<file path="src/rtl/shift_seq.sv">
// shift_seq: frames up to four bytes into a shift-register driver as
// strobed commands (master reset, shift byte, storage latch, output enable).
// Build option: define SHIFT_SEQ_MR_EN to prefix every frame with a
// master-reset (cmd 00) strobe; undefined, frames start directly with bytes.
// Ports:
//   clk, rst         clock, async active-high reset
//   start, nbyte,    frame request; nbyte = bytes-1, wdata = payload
//   wdata
//   oe_req, oe_val   output-enable update request and level (active low)
//   busy, finish     frame in progress / one-cycle completion pulse
//   sft_vld, sft_cmd command strobe and code to the driver
//   sft_din, sft_oen byte for cmd 01 / level for cmd 11
//   sft_done         driver completion pulse for cmd 01 and cmd 10
module shift_seq (
  input  logic        clk,
  input  logic        rst,
  input  logic        start,
  input  logic [1:0]  nbyte,
  input  logic [31:0] wdata,
  input  logic        oe_req,
  input  logic        oe_val,
  output logic        busy,
  output logic        finish,
  output logic        sft_vld,
  output logic [1:0]  sft_cmd,
  output logic [7:0]  sft_din,
  output logic        sft_oen,
  input  logic        sft_done
);

  typedef enum logic [2:0] {
    IDLE,
    MR,
    SHIFT,
    WAIT_SH,
    LATCH,
    WAIT_ST,
    FIN
  } state_t;

  localparam logic [1:0] CMD_MR = 2'b00;
  localparam logic [1:0] CMD_SH = 2'b01;
  localparam logic [1:0] CMD_ST = 2'b10;
  localparam logic [1:0] CMD_OE = 2'b11;

  state_t      state_q, state_d;
  logic [1:0]  idx_q, idx_d;
  logic [31:0] data_q, data_d;
  logic        busy_q, busy_d;
  logic        fin_q, fin_d;
  logic        vld_q, vld_d;
  logic [1:0]  cmd_q, cmd_d;
  logic [7:0]  din_q, din_d;
  logic        oen_q, oen_d;
  logic        pend_q, pend_d;
  logic        oev_q, oev_d;
  logic        issue_oe;
  logic [1:0]  idx_m1;

  function automatic logic [7:0] sel_byte(
    input logic [31:0] d,
    input logic [1:0]  i
  );
    sel_byte = d[{i, 3'b000} +: 8];
  endfunction

  assign idx_m1 = idx_q - 2'd1;

  // Outputs are registered: the strobe for a state is set up on the
  // edge that enters it, so it is visible during that state's cycle.
  always_comb begin
    state_d  = state_q;
    idx_d    = idx_q;
    data_d   = data_q;
    fin_d    = 1'b0;
    vld_d    = 1'b0;
    cmd_d    = cmd_q;
    din_d    = 8'h00;
    oen_d    = oen_q;
    pend_d   = pend_q;
    oev_d    = oev_q;
    issue_oe = 1'b0;
    case (state_q)
      IDLE: begin
        if (start) begin
          data_d = wdata;
          idx_d  = nbyte;
`ifdef SHIFT_SEQ_MR_EN
          state_d = MR;
          vld_d   = 1'b1;
          cmd_d   = CMD_MR;
`else
          state_d = SHIFT;
          vld_d   = 1'b1;
          cmd_d   = CMD_SH;
          din_d   = sel_byte(wdata, nbyte);
`endif
        end else if (pend_q) begin
          issue_oe = 1'b1;
        end
      end
`ifdef SHIFT_SEQ_MR_EN
      MR: begin
        state_d = SHIFT;
        vld_d   = 1'b1;
        cmd_d   = CMD_SH;
        din_d   = sel_byte(data_q, idx_q);
      end
`endif
      SHIFT: state_d = WAIT_SH;
      WAIT_SH: begin
        if (sft_done) begin
          if (idx_q != 2'd0) begin
            idx_d   = idx_m1;
            state_d = SHIFT;
            vld_d   = 1'b1;
            cmd_d   = CMD_SH;
            din_d   = sel_byte(data_q, idx_m1);
          end else begin
            state_d = LATCH;
            vld_d   = 1'b1;
            cmd_d   = CMD_ST;
          end
        end
      end
      LATCH: state_d = WAIT_ST;
      WAIT_ST: begin
        if (sft_done) begin
          state_d = FIN;
          fin_d   = 1'b1;
        end
      end
      // Leaving FIN lets a deferred OE land in the first IDLE cycle.
      FIN: begin
        state_d  = IDLE;
        issue_oe = pend_q;
      end
      default: state_d = IDLE;
    endcase
    if (issue_oe) begin
      vld_d  = 1'b1;
      cmd_d  = CMD_OE;
      oen_d  = oev_q;
      pend_d = 1'b0;
    end
    // A request in the issue cycle re-arms with the new level.
    if (oe_req) begin
      pend_d = 1'b1;
      oev_d  = oe_val;
    end
  end

  assign busy_d = (state_d != IDLE);

  always_ff @(posedge clk or posedge rst) begin
    if (rst) begin
      state_q <= IDLE;
      idx_q   <= 2'd0;
      data_q  <= 32'h0;
      busy_q  <= 1'b0;
      fin_q   <= 1'b0;
      vld_q   <= 1'b0;
      cmd_q   <= CMD_MR;
      din_q   <= 8'h00;
      oen_q   <= 1'b1;
      pend_q  <= 1'b0;
      oev_q   <= 1'b1;
    end else begin
      state_q <= state_d;
      idx_q   <= idx_d;
      data_q  <= data_d;
      busy_q  <= busy_d;
      fin_q   <= fin_d;
      vld_q   <= vld_d;
      cmd_q   <= cmd_d;
      din_q   <= din_d;
      oen_q   <= oen_d;
      pend_q  <= pend_d;
      oev_q   <= oev_d;
    end
  end

  assign busy    = busy_q;
  assign finish  = fin_q;
  assign sft_vld = vld_q;
  assign sft_cmd = cmd_q;
  assign sft_din = din_q;
  assign sft_oen = oen_q;

endmodule
</file>
<file path="config.mk">
export PLATFORM = sky130hd
export DESIGN_NAME = shift_seq
export DESIGN_NICKNAME = d
export VERILOG_FILES = /design/src/rtl/shift_seq.sv
export SDC_FILE = /design/constraint.sdc
export NUM_CORES = 1
export LEC_CHECK = 0
export ABC_AREA = 1
export CAP_MARGIN = 20
export CORE_MARGIN = 2
export CORE_UTILIZATION = 57
export CTS_BUF_LIST = sky130_fd_sc_hd__clkbuf_4 sky130_fd_sc_hd__clkbuf_8
export CTS_CLUSTER_SIZE = 40
export DETAILED_ROUTE_END_ITERATION = 10
export MAX_ROUTING_LAYER = met4
export PLACE_DENSITY = 0.87
export REMOVE_ABC_BUFFERS = 1
export SETUP_SLACK_MARGIN = 0.02
export SYNTH_ARGS = -nofsm -noshare
export SYNTH_HDL_FRONTEND = slang
export SYNTH_SLANG_ARGS = --single-unit
</file>
<file path="constraint.sdc">
create_clock -name clk -period 3.93 [get_ports clk]
set_clock_uncertainty 0.05 [all_clocks]
set_input_delay 0.786 -clock clk [delete_from_list [all_inputs] [get_ports clk]]
set_output_delay 0.786 -clock clk [all_outputs]
set_load 0.005 [all_outputs]
</file>
==> reports/results.ini <==
[outcome]
status=completed

[cts]
root_buffer=clkbuf_8
cts_hold_buf=0
clockBufferDepth=2
insertion_delay_ns=0.30
numCtsBuffers=5
clock-sinks=53
post_cts_buffers=0
clkTransAtPathRegs_ns=0.09
post_cts_resized=0
cts_tree=yes
h-tree-depth=2

[logic_synthesis]
syn_area_um2=2673
synthTopCellsByArea=dfrtp_1 48%, nand2_1 17%, o21ai_0 5.6%, inv_1 4.8%, o21ai_1 4.5%
synth-edff-count=0
synth_seq_cells=53
synth-async-reset-ratio_pct=100.0
syn_inst=347
yosysWarningCount=0
ys_top_cells_by_count=119 x nand2_1, 51 x dfrtp_1, 34 x inv_1
synthDistinctLibCells=24
yosysTopAreaCellShare_pct=47.75
seq_area_frac_synth_pct=49.72
syn_avg_cell_area_um2=7.702
synth_top_cell_by_area=dfrtp_1
yosysMostFrequentCell=nand2_1
synthFlopType=dfrtp_1

[power]
powerDensity_nw_per_um2=651.3
ir_drop_v=0.0002955
power_leakage_nw=1.643
p_total_mw=2.154

[grt]
grt_use_total_pct=23.81
gr-total-overflow=0
grt_pass1_vias=2215
antenna_found_initial=0
grt_max_degree=54
grt_pass1_wl_um=9604

[timing]
whs_ns=0.4227
postLayoutSetupSlackWorst_ns=1.336
timing.slew.headroom_pct=44.62
slew_viol_final=0
fin_setup_tns_ns=0
max_clock_freq_ghz=0.3855
worstMarginPinSlew_ns=0.8307
setup_viol=0
period_needed_ns=2.594
rsz0062_at_grt=false
hold_viol_final=0
min_period_over_period_pct=66.01

[place]
dp_cells=439
port_buffers=53
dp_slack_ns=1.235
dpl_cell_area_um2=3197
gp_congestion=0.9220
dp_hpwl_um=3918

[floorplanning]
core-area_um2=4444
dieArea_um2=5253
die_w_um=72.48
start_util_pct=60.14
rows=24
ioPinCount=54
die_h_um=72.48

[routing]
drt_iter0_markers=231
drcViolationCount=0
drt-total-wl_um=5692
via_count=2365
antenna_left=0
first_pass_iters=5
vias_per_cell=5.291
post_drt_wl_per_cell_um=12.73

[job]
cap_violations=0

[worst_setup_path]
slowest_delay_ns=0.89
arrival_ns=2.79
crit_top_cell=nand2_1
cp_top_family=flip-flops
cp_cell_sequence=inv_1, ha_1, inv_1, a21oi_1, o21ai_0, nand2_1, nand2_1, nand2_1
crit_fanout=29
r2r_setup_slack_ns=1.34
cp.required_ns=4.13
worst_setup_path_start_kind=register
critPathCaptureType=register
path_class=reg -> reg
critPathBufInv=2
cp_slowest_cell=dfrtp_1

[layout]
fin_area_um2=3307
final_util_pct=74.41
instances_no_fill=447
fin_nets=437
diodes=0
area_growth_pct=23.74
drive_above_1_share_pct=6.329

[min_path]
hp-class=reg -> reg

[routing by layer]
| layer | global-route usage, % | up-vias | share of wire [%] |
|---|---|---|---|
| met1 | 30.85 | 1083 | 45 |
| li1 | - | 1195 | - |
| met5 | - | - | 0 |
| met3 | 4.306 | 6 | 6.2 |
| met4 | 8.025 | 0 | 1.2 |
| met2 | 38.12 | 81 | 48 |
[layout make-up]
cell class	instances	area, µm²
well taps	52	65.06
fillers	348	1137
multi-input cells	241	1119
repair buffers	55	558.0
clock buffers	7	90.09
inverters	39	146.4
flip-flops and latches	53	1329
[final timing paths]
path / from / end / depth (start not counted)
min in group asynchronous: rst / data_q[20] / 2
min: sft_oen / sft_oen / 2
min reg2reg: sft_oen / sft_oen / 2
max: idx_q[0] / sft_din[0] / 8
max reg2reg: idx_q[0] / sft_din[0] / 8
max in group asynchronous: rst / data_q[17] / 3
[worst register-to-register path, cell delays in order, from the launching register on]
cell and delay, ns:
dfrtp_1 0.89, inv_1 0.30, ha_1 0.70, inv_1 0.16, a21oi_1 0.13, o21ai_0 0.09
nand2_1 0.08, nand2_1 0.06, nand2_1 0.07
[cell families (layout without fill, tap and decap cells)]
kind of cell / count (synthesis) / in the layout / synth area share [%]
buffers and inverters: 53 / 101 / 8.426
and+or+nand+nor: 156 / 156 / 24.25
AOI/OAI and AO/OA: 82 / 82 / 16.25
DFF: 53 / 53 / 49.72
muxes: 1 / 1 / 0.4213
adders and majority gates: 2 / 2 / 0.9362
[power by group]
part           leakage, nW  internal (mW)  switching, mW
Clock               0.0477          0.147          0.164
Combinational        0.941          0.385          0.547
Sequential           0.654          0.774          0.138
[placed cells by master (no fill, tap or decap)]
| cell type | instances |
|---|---|
| o21ai_1 | 24 |
| dfstp_2 | 2 |
| dfrtp_1 | 51 |
| nor2_1 | 23 |
| o21bai_1 | 1 |
| buf_12 | 1 |
| a21oi_1 | 19 |
| nand3_4 | 1 |
| inv_2 | 5 |
| clkbuf_4 | 1 |
| clkbuf_8 | 6 |
| buf_4 | 1 |
| nand2_4 | 2 |
| o21ai_2 | 1 |
| clkdlybuf4s50_1 | 53 |
| nand2_1 | 119 |
| o211ai_1 | 6 |
| ha_1 | 2 |
| nand2_2 | 1 |
| nand3_1 | 7 |
| clkinv_1 | 1 |
| nor2_4 | 3 |
| o21ai_0 | 30 |
| a21boi_0 | 1 |
| mux2_2 | 1 |
| inv_1 | 33 |
[flip-flops by register name, summed over array words and instances, names as in the netlist]
name	count
sft_cmd	2
oev_q	1
sft_vld	1
sft_oen	1
sft_din	8
busy	1
idx_q	2
finish	1
state_q	3
pend_q	1
data_q	32
(Power assumes the default switching activity.)
